File: config.mk
export PLATFORM = sky130hd
export DESIGN_NAME = aes_selftest_ctrl_flat
export DESIGN_NICKNAME = d
export VERILOG_FILES = /design/src/rtl/aes_selftest_ctrl_pkg.sv /design/src/rtl/aes_selftest_ctrl_if.sv /design/src/rtl/aes_selftest_ctrl_btn_debounce.sv /design/src/rtl/aes_selftest_ctrl.sv /design/src/flat_wrapper.sv
export SDC_FILE = /design/constraint.sdc
export NUM_CORES = 1
export LEC_CHECK = 0
export ABC_AREA = 1
export ABC_CLOCK_PERIOD_IN_PS = 8700
export BUFFER_PORTS_ARGS = -buffer_cell sky130_fd_sc_hd__buf_2
export CELL_PAD_IN_SITES_DETAIL_PLACEMENT = 0
export CELL_PAD_IN_SITES_GLOBAL_PLACEMENT = 1
export CORE_ASPECT_RATIO = 0.9
export CORE_MARGIN = 3
export CORE_UTILIZATION = 37
export DETAILED_ROUTE_END_ITERATION = 12
export MAX_ROUTING_LAYER = met4
export PLACE_DENSITY_LB_ADDON = 0.3
export SETUP_SLACK_MARGIN = 0.5
export SYNTH_ARGS = -nofsm -noshare
export SYNTH_HDL_FRONTEND = slang
export SYNTH_HIERARCHICAL = 1
export SYNTH_SLANG_ARGS = --single-unit
File: constraint.sdc
create_clock -name clk -period 8.7 [get_ports clk]
set_clock_uncertainty 0.15 [all_clocks]
set_input_delay 0.87 -clock clk [delete_from_list [all_inputs] [get_ports clk]]
set_output_delay 0.87 -clock clk [all_outputs]
set_load 0.1 [all_outputs]
File: src/rtl/aes_selftest_ctrl_pkg.sv
// Shared types, LED bit positions and the AES-128 known-answer ROM
// used by the AES self-test controller.
package aes_selftest_pkg;

    localparam int NUM_VECTORS_MAX = 8;

    localparam int LED_READY = 7;
    localparam int LED_PASS  = 6;
    localparam int LED_FAIL  = 5;
    localparam int LED_DEC   = 4;

    typedef enum logic [2:0] {
        ST_IDLE,
        ST_LOAD,
        ST_START,
        ST_WAIT,
        ST_CHECK,
        ST_DONE
    } state_e;

    typedef logic [127:0] block_t;

    typedef struct packed {
        logic       fail;
        logic       timeout;
        logic [3:0] pass_cnt;
    } status_t;

    // 0: FIPS-197 C.1, 1: FIPS-197 B, 2-5: SP800-38A ECB-AES128, 6-7: zero-key vectors
    localparam block_t KAT_KEY [NUM_VECTORS_MAX] = '{
        128'h000102030405060708090a0b0c0d0e0f,
        128'h2b7e151628aed2a6abf7158809cf4f3c,
        128'h2b7e151628aed2a6abf7158809cf4f3c,
        128'h2b7e151628aed2a6abf7158809cf4f3c,
        128'h2b7e151628aed2a6abf7158809cf4f3c,
        128'h2b7e151628aed2a6abf7158809cf4f3c,
        128'h00000000000000000000000000000000,
        128'h00000000000000000000000000000000
    };

    localparam block_t KAT_PT [NUM_VECTORS_MAX] = '{
        128'h00112233445566778899aabbccddeeff,
        128'h3243f6a8885a308d313198a2e0370734,
        128'h6bc1bee22e409f96e93d7e117393172a,
        128'hae2d8a571e03ac9c9eb76fac45af8e51,
        128'h30c81c46a35ce411e5fbc1191a0a52ef,
        128'hf69f2445df4f9b17ad2b417be66c3710,
        128'h00000000000000000000000000000000,
        128'hf34481ec3cc627bacd5dc3fb08f273e6
    };

    localparam block_t KAT_CT [NUM_VECTORS_MAX] = '{
        128'h69c4e0d86a7b0430d8cdb78070b4c55a,
        128'h3925841d02dc09fbdc118597196a0b32,
        128'h3ad77bb40d7a3660a89ecaf32466ef97,
        128'hf5d3d58503b9699de785895a96fdbaaf,
        128'h43b1cd7f598ece23881b00e3ed030688,
        128'h7b0c785e27e8ad3f8223207104725dd4,
        128'h66e94bd4ef8a2c3b884cfa59ca342b2e,
        128'h0336763e966d92595a567cc9ce537f5e
    };

    function automatic block_t kat_key(input logic [2:0] idx);
        return KAT_KEY[idx];
    endfunction

    // Block fed to the core: plaintext when encrypting, ciphertext when decrypting.
    function automatic block_t kat_input(input logic [2:0] idx, input logic dec);
        return dec ? KAT_CT[idx] : KAT_PT[idx];
    endfunction

    function automatic block_t kat_expect(input logic [2:0] idx, input logic dec);
        return dec ? KAT_PT[idx] : KAT_CT[idx];
    endfunction

endpackage

File: src/rtl/aes_selftest_ctrl_if.sv
// Start/done handshake and data buses between the self-test controller
// and the external iterative AES-128 core.
interface aes_selftest_ctrl_if;
    import aes_selftest_pkg::*;

    logic   core_start;
    logic   core_decrypt;
    block_t core_key;
    block_t core_din;
    block_t core_dout;
    logic   core_done;

    modport master (
        output core_start,
        output core_decrypt,
        output core_key,
        output core_din,
        input  core_dout,
        input  core_done
    );

    modport slave (
        input  core_start,
        input  core_decrypt,
        input  core_key,
        input  core_din,
        output core_dout,
        output core_done
    );

endinterface

File: src/rtl/aes_selftest_ctrl_btn_debounce.sv
// Raw button to clean one-cycle press pulse: 2-FF synchroniser, level
// debouncer requiring DEBOUNCE_CYCLES stable cycles, rising-edge detect.
module btn_debounce #(
    parameter int DEBOUNCE_CYCLES = 1000000
) (
    input  logic clk,
    input  logic rst,
    input  logic btn_i,
    output logic pulse_o
);

    localparam int CNT_W = (DEBOUNCE_CYCLES > 1) ? $clog2(DEBOUNCE_CYCLES) : 1;
    localparam logic [CNT_W-1:0] CNT_LAST = CNT_W'(DEBOUNCE_CYCLES - 1);

    logic             meta_q;
    logic             sync_q;
    logic             level_q, level_d;
    logic             pulse_q, pulse_d;
    logic [CNT_W-1:0] cnt_q, cnt_d;

    // The counter only runs while the synchronised input disagrees with the
    // accepted level; any bounce back restarts it from zero.
    always_comb begin
        level_d = level_q;
        cnt_d   = '0;
        if (sync_q != level_q) begin
            if (cnt_q == CNT_LAST) begin
                level_d = sync_q;
            end else begin
                cnt_d = cnt_q + CNT_W'(1);
            end
        end
        pulse_d = level_d & ~level_q;
    end

    always_ff @(posedge clk or posedge rst) begin
        if (rst) begin
            meta_q  <= 1'b0;
            sync_q  <= 1'b0;
            level_q <= 1'b0;
            cnt_q   <= '0;
            pulse_q <= 1'b0;
        end else begin
            meta_q  <= btn_i;
            sync_q  <= meta_q;
            level_q <= level_d;
            cnt_q   <= cnt_d;
            pulse_q <= pulse_d;
        end
    end

    assign pulse_o = pulse_q;

endmodule

File: src/rtl/aes_selftest_ctrl.sv
// Known-answer self-test controller for an external iterative AES-128 core:
// runs one or all ROM vectors, checks results, reports status on 8 LEDs.
module aes_selftest_ctrl
    import aes_selftest_pkg::*;
#(
    parameter int NUM_VECTORS     = 4,
    parameter int SW_W            = 4,
    parameter int DEBOUNCE_CYCLES = 1000000,
    parameter int TIMEOUT_CYCLES  = 1024
) (
    input  logic                clk,
    input  logic                rst,
    input  logic                btnC,
    input  logic                btnU,
    input  logic [SW_W-1:0]     sw,
    output logic [7:0]          led,
    aes_selftest_ctrl_if.master core
);

    localparam int IDX_W = SW_W - 1;
    localparam int TMO_W = $clog2(TIMEOUT_CYCLES + 1);
    localparam logic [IDX_W-1:0] LAST_IDX  = IDX_W'(NUM_VECTORS - 1);
    localparam logic [TMO_W-1:0] TMO_LIMIT = TMO_W'(TIMEOUT_CYCLES);

    logic [1:0] btn_raw;
    logic [1:0] btn_pulse;
    logic       start_p;
    logic       mode_p;

    assign btn_raw = {btnU, btnC};

    generate
        for (genvar gi = 0; gi < 2; gi++) begin : g_btn
            btn_debounce #(
                .DEBOUNCE_CYCLES(DEBOUNCE_CYCLES)
            ) u_debounce (
                .clk    (clk),
                .rst    (rst),
                .btn_i  (btn_raw[gi]),
                .pulse_o(btn_pulse[gi])
            );
        end
    endgenerate

    assign start_p = btn_pulse[0];
    assign mode_p  = btn_pulse[1];

    logic [SW_W-1:0]  sw_meta_q, sw_sync_q;
    state_e           state_q, state_d;
    logic             mode_q, mode_d;
    logic             sweep_q, sweep_d;
    logic [IDX_W-1:0] idx_q, idx_d;
    status_t          status_q, status_d;
    logic [TMO_W-1:0] tmo_cnt_q, tmo_cnt_d;
    block_t           dout_q, dout_d;
    block_t           key_q, key_d;
    block_t           din_q, din_d;
    logic             start_q, start_d;
    logic [7:0]       led_q, led_d;

    logic [IDX_W-1:0] sel_idx;
    logic [IDX_W-1:0] next_idx;
    block_t           exp_blk;

    assign sel_idx  = sw_sync_q[SW_W-1] ? '0 : sw_sync_q[SW_W-2:0];
    assign next_idx = idx_q + IDX_W'(1);
    assign exp_blk  = kat_expect(3'(idx_q), mode_q);

    always_comb begin
        state_d   = state_q;
        mode_d    = mode_q;
        sweep_d   = sweep_q;
        idx_d     = idx_q;
        status_d  = status_q;
        tmo_cnt_d = tmo_cnt_q;
        dout_d    = dout_q;
        key_d     = key_q;
        din_d     = din_q;

        unique case (state_q)
            ST_IDLE, ST_DONE: begin
                if (mode_p) begin
                    mode_d = ~mode_q;
                end
                if (start_p) begin
                    state_d = ST_LOAD;
                end
            end
            ST_LOAD: begin
                sweep_d  = sw_sync_q[SW_W-1];
                idx_d    = sel_idx;
                status_d = '0;
                if (sel_idx > LAST_IDX) begin
                    status_d.fail = 1'b1;
                    state_d       = ST_DONE;
                end else begin
                    key_d   = kat_key(3'(sel_idx));
                    din_d   = kat_input(3'(sel_idx), mode_q);
                    state_d = ST_START;
                end
            end
            ST_START: begin
                tmo_cnt_d = TMO_W'(1);
                state_d   = ST_WAIT;
            end
            ST_WAIT: begin
                // A done landing on the expiry cycle still wins over the timeout.
                if (core.core_done) begin
                    dout_d  = core.core_dout;
                    state_d = ST_CHECK;
                end else if (tmo_cnt_q >= TMO_LIMIT) begin
                    status_d.timeout = 1'b1;
                    status_d.fail    = 1'b1;
                    state_d          = ST_DONE;
                end else begin
                    tmo_cnt_d = tmo_cnt_q + TMO_W'(1);
                end
            end
            ST_CHECK: begin
                if (dout_q == exp_blk) begin
                    if (status_q.pass_cnt != 4'hF) begin
                        status_d.pass_cnt = status_q.pass_cnt + 4'd1;
                    end
                end else begin
                    status_d.fail = 1'b1;
                end
                if (sweep_q && (idx_q < LAST_IDX)) begin
                    idx_d   = next_idx;
                    key_d   = kat_key(3'(next_idx));
                    din_d   = kat_input(3'(next_idx), mode_q);
                    state_d = ST_START;
                end else begin
                    state_d = ST_DONE;
                end
            end
            default: begin
                state_d = ST_IDLE;
            end
        endcase

        start_d = (state_d == ST_START);

        led_d            = '0;
        led_d[LED_READY] = (state_d == ST_IDLE) || (state_d == ST_DONE);
        led_d[LED_PASS]  = (state_d == ST_DONE) && !status_d.fail && !status_d.timeout;
        led_d[LED_FAIL]  = status_d.fail;
        led_d[LED_DEC]   = mode_d;
        led_d[3:0]       = status_d.pass_cnt;
    end

    always_ff @(posedge clk or posedge rst) begin
        if (rst) begin
            sw_meta_q <= '0;
            sw_sync_q <= '0;
            state_q   <= ST_IDLE;
            mode_q    <= 1'b0;
            sweep_q   <= 1'b0;
            idx_q     <= '0;
            status_q  <= '0;
            tmo_cnt_q <= '0;
            dout_q    <= '0;
            key_q     <= '0;
            din_q     <= '0;
            start_q   <= 1'b0;
            led_q     <= '0;
        end else begin
            sw_meta_q <= sw;
            sw_sync_q <= sw_meta_q;
            state_q   <= state_d;
            mode_q    <= mode_d;
            sweep_q   <= sweep_d;
            idx_q     <= idx_d;
            status_q  <= status_d;
            tmo_cnt_q <= tmo_cnt_d;
            dout_q    <= dout_d;
            key_q     <= key_d;
            din_q     <= din_d;
            start_q   <= start_d;
            led_q     <= led_d;
        end
    end

    assign core.core_start   = start_q;
    assign core.core_decrypt = mode_q;
    assign core.core_key     = key_q;
    assign core.core_din     = din_q;
    assign led               = led_q;

endmodule

File: src/flat_wrapper.sv
// flat-port wrapper written by rule: the top's interface ports become plain ports
module aes_selftest_ctrl_flat import aes_selftest_pkg::*;
#(
    parameter int NUM_VECTORS     = 4,
    parameter int SW_W            = 4,
    parameter int DEBOUNCE_CYCLES = 1000000,
    parameter int TIMEOUT_CYCLES  = 1024
)
  (clk, rst, btnC, btnU, sw, led, core_core_start, core_core_decrypt, core_core_key, core_core_din, core_core_dout, core_core_done);
  aes_selftest_ctrl_if core_i ();
  input  logic clk;
  input  logic rst;
  input  logic btnC;
  input  logic btnU;
  input  logic [SW_W-1:0] sw;
  output logic [7:0] led;
  output wire logic [$bits(core_i.core_start)-1:0] core_core_start;
  output wire logic [$bits(core_i.core_decrypt)-1:0] core_core_decrypt;
  output wire logic [$bits(core_i.core_key)-1:0] core_core_key;
  output wire logic [$bits(core_i.core_din)-1:0] core_core_din;
  input wire logic [$bits(core_i.core_dout)-1:0] core_core_dout;
  input wire logic [$bits(core_i.core_done)-1:0] core_core_done;
  assign core_core_start = core_i.core_start;
  assign core_core_decrypt = core_i.core_decrypt;
  assign core_core_key = core_i.core_key;
  assign core_core_din = core_i.core_din;
  assign core_i.core_dout = core_core_dout;
  assign core_i.core_done = core_core_done;
  aes_selftest_ctrl #(.NUM_VECTORS(NUM_VECTORS), .SW_W(SW_W), .DEBOUNCE_CYCLES(DEBOUNCE_CYCLES), .TIMEOUT_CYCLES(TIMEOUT_CYCLES)) u_core (.clk(clk), .rst(rst), .btnC(btnC), .btnU(btnU), .sw(sw), .led(led), .core(core_i));
endmodule
Yosys cells after proc, flatten, opt, wreduce, memory -nomap -nowiden
Memory sizes are Yosys's and may differ from the RTL's.
Cells that the tools add are included.
{ "word_totals": {"regBits": 474, "romBits": 8192, "output_inout_bits": 266, "n_memories": 8} }
{ "op_classes": {"n_addsub": 5, "magnitude_cmp": 6, "n_eq_ne": 17, "muxes": 56, "n_bitwise": 8, "reduce_logical": 15} }
{ "memory_table": {"columns": ["memory", "words", "word_bits", "rd", "rd_clocked_by_memory_dff", "wr", "line_no", "text"], "rows": [
  ["(name not given)", 8, 128, 1, 0, 0, "aes_selftest_ctrl_pkg.sv:73", "return dec ? KAT_PT[idx] : KAT_CT[idx];"],
  ["(name not given)", 8, 128, 1, 0, 0, "aes_selftest_ctrl_pkg.sv:64", "return KAT_KEY[idx];"],
  ["(name not given)", 8, 128, 1, 0, 0, "aes_selftest_ctrl_pkg.sv:69", "return dec ? KAT_CT[idx] : KAT_PT[idx];"],
  ["(name not given)", 8, 128, 1, 0, 0, "aes_selftest_ctrl_pkg.sv:69", null],
  ["(name not given)", 8, 128, 1, 0, 0, "aes_selftest_ctrl_pkg.sv:69", null],
  ["(name not given)", 8, 128, 1, 0, 0, "aes_selftest_ctrl_pkg.sv:64", null],
  ["+2 memories", null, null, null, null, null, null, null]
]} }
{ "ops": {"columns": ["cell", "n"], "rows": [
  ["$mux 128", 23],
  ["$pmux 128 s2", 2],
  ["$eq 128x128->1", 1],
  ["$mux 20", 4],
  ["$add 20x1->20 const B", 2],
  ["$eq 20x20->1 const B", 2],
  ["$mux 11", 2],
  ["$pmux 11 s2", 1],
  ["$mux 3", 7],
  ["$pmux 3 s5", 1],
  ["$ge 4x4->1 const B", 3],
  ["$not 3->4", 3],
  ["$add 11x1->11 const B", 1],
  ["$ge 11x11->1 const B", 1],
  ["$eq 3x2->1 const B", 3],
  ["$eq 3x3->1 const B", 3],
  ["$mux 1", 8],
  ["$mux 4", 2],
  ["$pmux 4 s2", 1],
  ["$logic_not 3->1", 2],
  ["$ne 2x2->1 const B", 3],
  ["$pmux 3 s2", 1],
  ["$reduce_and 3->1", 2],
  ["$add 4x1->4 const B", 1],
  ["18 further kinds", 28]
]} }

Longest topological paths before layout
{ "logic_depth": {"depth_word": 11, "depth_mapped": 23, "mapped_depth_nobuf": 20} }

Cells and area by module
The synthesis kept the hierarchy.
{ "modules_own_cells": {"columns": ["module", "instances", "cells_per_inst", "area_per_inst_um2"], "rows": [
  ["aes_selftest_ctrl", 1, 2958, 20300.7],
  ["btn_debounce", 2, 164, 1298.7]
]} }

Worst setup path before layout
OpenSTA, ideal clock, no wires.
{ "synth_path": {"kind": "register to output", "start": "register u_core/core.core_key[123] (netlist name)", "end": "output core_core_key[100]", "arrival_ns": 2.104, "required_ns": 7.680, "slack_ns": 5.576, "path_stages_with_launch": 2, "path_buffers": 1, "path_cell_list": "dfrtp_1 buf_4"} }
{ "synth_rtl": {"columns": ["element", "line_no", "text"], "rows": [
  ["end, declared", "flat_wrapper.sv:19", "output wire logic [$bits(core_i.core_key)-1:0] core_core_key;"]
]} }

Worst setup path after layout
{ "layout_path": {"start": "register u_core.idx_q[0]", "end": "register u_core.led_q[1], in the netlist u_core/led[1]"} }
{ "layout_between": {"elab_chain_cells": 8} }
{ "layout_rtl": {"columns": ["element", "line_no", "text"], "rows": [
  ["start, declared", "aes_selftest_ctrl.sv:52", "logic [IDX_W-1:0] idx_q, idx_d;"],
  ["start signal, assigned", "aes_selftest_ctrl.sv:172", "idx_q <= idx_d;"],
  ["$not 3->4 (implied by the code) *", "aes_selftest_ctrl_pkg.sv:73", null],
  ["$mem_v2 8x128", null, null],
  ["$mux 128 (implied by the code) (2 in a row)", "aes_selftest_ctrl_pkg.sv:73", null],
  ["$mux 128 *", "aes_selftest_ctrl_pkg.sv:73", null],
  ["$eq 128x128->1 *", "aes_selftest_ctrl.sv:120", "if (dout_q == exp_blk) begin"],
  ["$mux 4 *", "aes_selftest_ctrl.sv:120", null],
  ["$pmux 4 s2 *", "aes_selftest_ctrl.sv:80", "unique case (state_q)"],
  ["end signal, assigned", "aes_selftest_ctrl.sv:179", "led_q <= led_d;"],
  ["end, declared", "aes_selftest_ctrl.sv:59", "logic [7:0] led_q, led_d;"]
]} }
Mark *: on every way between the ends. The rest lies on a longest branch, timed or not. The select of a mux whose other input is x is not followed.
A chain may end at the register's enable or synchronous reset.

==> key figures <==
Run status
  • Status: completed

Global routing
  • GRT Residual Overflow: 0
  • Initial antenna violation count: 6
  • Pin count of the biggest net entering global routing: 211
  • Number of global-route vias before repair: 22.39k
  • First-pass GRT wire length: 156200 microns
  • GRT Util Overall: 33.42%

Power and ir drop
  • Seq pwr share: 42.5%
  • Pwr dens: 145.7 mW/mm^2
  • Comb power frac: 7.4%
  • Pint: 2779 uW
  • Clock network fraction of design power: 50.1%
  • Switching share of power: 26.46%
  • VDD IR max: 0.1282 mV
  • Switching power: 1000 uW
  • Leakage power total: 0.01402 uW

STA
  • Min Clock Period, post-route: 5.160 ns
  • Setup WS post-layout: 3.540 ns
  • Slew @ Worst Pin: 1.205 ns
  • Setup Viol. Count Final: 0
  • Tcrit/Tclk final: 59.31%
  • Hold Vio Cnt, Final: 0
  • RSZ-0062 raised after global routing: false
  • Maximum clock frequency: 0.1938 GHz
  • Setup TNS: 0 ns
  • Max-slew violation count: 0
  • Relative slew slack: 19.68%

Clock tree
  • Quantity of gates resized following cts: 0
  • Hold-fix buffer count after cts: 0
  • Clock Latency Late Sink: 0.58 ns
  • # H-tree levels: 2
  • Clock buffer depth: 3
  • Clock Sinks: 343
  • Root Buffer Master: clkbuf_16
  • Cts bufs inserted: 42
  • Setup Buffers After CTS: 0
  • CTS tree: done
  • Clk slew on worst S/H paths: 0.06 ns

Setup path
  • Critical path class: register to register
  • Startpoint Class: register
  • Worst r2r path cells: 18
  • Worst-path maximum fanout: 25
  • CP Data Required Time: 9.05 ns
  • Critical R2R Launch: u_core/idx_q[0]$_DFFE_PP0P_
  • CP endpoint kind: register
  • R2R Setup Slk: 3.54 ns
  • Crit path DAT: 5.51 ns
  • FF-to-FF End: u_core/led[1]$_DFFE_PP0P_

Routing
  • DR pass1 iterations: 6
  • Final wirelength: 108500 microns
  • Starting DRT DRC Count: 3301
  • Post-route ant nets: 0
  • Via density: 5.625
  • Drt wl/cell: 25.22 microns
  • Vias after detailed routing: 24.21k
  • DRC errors left: 0

Floorplan
  • Die area: 0.06491 sq mm
  • Row cnt: 85
  • Starting Density: 37.84%
  • Area of the core: 0.06051 sq mm
  • I/O pins: 403
  • DIE WIDTH: 268.2 microns
  • Die height: 242.0 microns

Final layout
  • Nets: 3673
  • Core Util, Final: 42.85%
  • FILL cells: 6552
  • Share of cells above drive strength 1: 15.59%
  • Most common cell after layout, fill and taps aside: nand2_1
  • Sequential Area: 0.008588 sq mm
  • Area Growth Syn to Fin: 13.23%
  • Commonest cells after routing, fill and taps aside: nand2_1, nor2_1, nand3_1
  • Area occupied by multi-input gates: 0.01173 sq mm

Yosys
  • Gate Count Post-Synth: 3286
  • Netlist Area Pre-Place: 0.02290 sq mm
  • Post-synth ARST share: 100.0%
  • Yosys cell types: 58
  • Top FF cell, synth: dfrtp_1
  • EDFF count, synth: 0
  • Flops & latches, synth: 343
  • Seq/Total Area, Yosys: 37.48%
  • Average cell area after synthesis: 6.968 sq um
  • Ys Warns: 6

Placed design
  • Port buffer count: 354
  • Post-DP HPWL: 82920 microns
  • Routability cong.: 1.099
  • Setup WS pre-CTS: 3.813 ns

Hold path
  • Hold Path Sink: u_core/sw_sync_q[3]$_DFF_PP0_
  • Hold path start: u_core/sw_meta_q[3]$_DFF_PP0_
  • Hold path depth: 0
  • HP Class: register to register

Run
  • Max-cap viol count: 0
metal layers:
metal / GRT usage (%) / vias to the layer above / share of wire (%) / wire length, microns
li1: - / 10990 / - / -
met4: 10.74 / 0 / 3.6 / 3903
met3: 9.952 / 244 / 12 / 12910
met5: - / - / 0 / 0
met2: 44.39 / 1430 / 40 / 43820
met1: 48.02 / 11550 / 44 / 47900
power groups by stage:
stage / clock network, uW / logic, uW / registers [uW]
2_1_floorplan: 0 / 195 / 1630
4_1_cts: 1930 / 275 / 1600
6_report: 1890 / 281 / 1600
5_1_grt: 2000 / 297 / 1600
3_5_place_dp: 0 / 274 / 1630
3_3_place_gp: 0 / 276 / 1630
kinds of logic (layout without fill, tap and decap cells):
family / Yosys count / after routing / share of synthesized area (%)
DFF: 343 / 343 / 37.48
AOI/OAI and AO/OA: 485 / 485 / 12.45
muxes: 18 / 18 / 0.8797
and+or+nand+nor: 1781 / 1781 / 33.07
buffers and inverters: 579 / 762 / 12.18
xor gates and xnor gates: 28 / 28 / 1.137
other: 1 / 53 / 0.01638
adders and majority gates: 51 / 51 / 2.787
worst max-delay path by stage:
stage	from	endpoint	slack, ns	depth (start not counted)
after CTS	u_core/idx_q[0]$_DFFE_PP0P_	u_core/led[0]$_DFFE_PP0P_	3.79	18
after detailed placement	u_core/idx_q[0]$_DFFE_PP0P_	u_core/led[0]$_DFFE_PP0P_	3.81	18
after floorplan	rst	u_core/core.core_din[0]$_DFFE_PP0P_	3.76	1
after global placement	u_core/idx_q[0]$_DFFE_PP0P_	u_core/led[0]$_DFFE_PP0P_	3.98	18
after global routing	u_core/idx_q[0]$_DFFE_PP0P_	u_core/led[1]$_DFFE_PP0P_	3.28	18
final	u_core/idx_q[0]$_DFFE_PP0P_	u_core/led[1]$_DFFE_PP0P_	3.54	18
synth_stat cells (all sizes together) (2+ instances only):
library cell	n	area, sq um
o211ai	25	187.7
o31ai	13	97.59
o21ai	156	784.5
a21oi	172	860.8
nand3	367	1857
a211oi	3	22.52
o22ai	7	43.79
o221ai	6	52.55
nor2	425	1665
o2111ai	11	96.34
xor2	22	207.7
xnor2	6	52.55
dfrtp	343	8583
a32o	2	20.02
nand4	41	256.5
clkbuf	75	282.8
ha	51	638.1
mux2	17	191.4
a21o	6	45.04
or2	4	25.03
nor3b	5	57.56
buf	196	1348
nand3b	20	150.1
nand2	890	3408
nor3	27	140.1
inv	305	1147
a22o	23	201.4
clkinv	3	11.26
o41ai	4	35.03
o311ai	7	61.31
a31oi	37	231.5
a2111oi	2	17.52
a221oi	6	52.55
final cells by class:
class / instances / area share (%)
Tap cell: 783 / 3.779
Clock buffer: 52 / 4.469
Clock inverter: 23 / 1.158
Sequential cell: 343 / 33.12
Inverter: 308 / 4.493
Multi-Input combinational cell: 2411 / 45.23
Antenna cell: 5 / 0.04826
Timing Repair Buffer: 379 / 7.702
registers in the layout (all words and copies together), names as in the netlist:
register                         flops
u_core/status_q                      1
u_core/dout_q                      128
u_core/g_btn.u_debounce/sync_q       2
u_core/tmo_cnt_q                    11
u_core/idx_q                         3
u_core/g_btn.u_debounce/pulse_o      2
u_core/state_q                       3
u_core/sw_sync_q                     4
u_core/core.core_din               128
u_core/core.core_start               1
u_core/sweep_q                       1
u_core/sw_meta_q                     4
u_core/g_btn.u_debounce/cnt_q       40
u_core/g_btn.u_debounce/meta_q       2
u_core/g_btn.u_debounce/level_q      2
u_core/led                           8
u_core/core.core_key                 3
critical path, stage by stage (launching register included):
cell and delay [ns]:
dfrtp_1 1.00, inv_1 0.63, ha_1 0.95, inv_1 0.33, nand2_2 0.32, nand2_1 0.18
inv_2 0.12, nand2_1 0.12, nand3_1 0.11, nand3_1 0.08, nor2_1 0.11, nand2_1 0.06
nor2_1 0.09, nand2_1 0.12, nor2_4 0.27, nand2_1 0.17, nand2_1 0.09, nand3_1 0.06
o21ai_0 0.09
stage by stage:
step | total power, uW | instance area, sq um | hold slack, ns | cells
final | 3779 | 25930 | 0.1964 | 4304
after global routing | 3899 | 25920 | 0.2010 | 4303
after CTS | 3810 | 25910 | 0.1987 | 4299
after detailed placement | 1908 | 24460 | 0.1847 | 4224
after global placement | 1910 | 24460 | 0.1835 | 4224
after floorplan | 1828 | 23080 | 0.1812 | 3333
(Power assumes the default switching activity.)
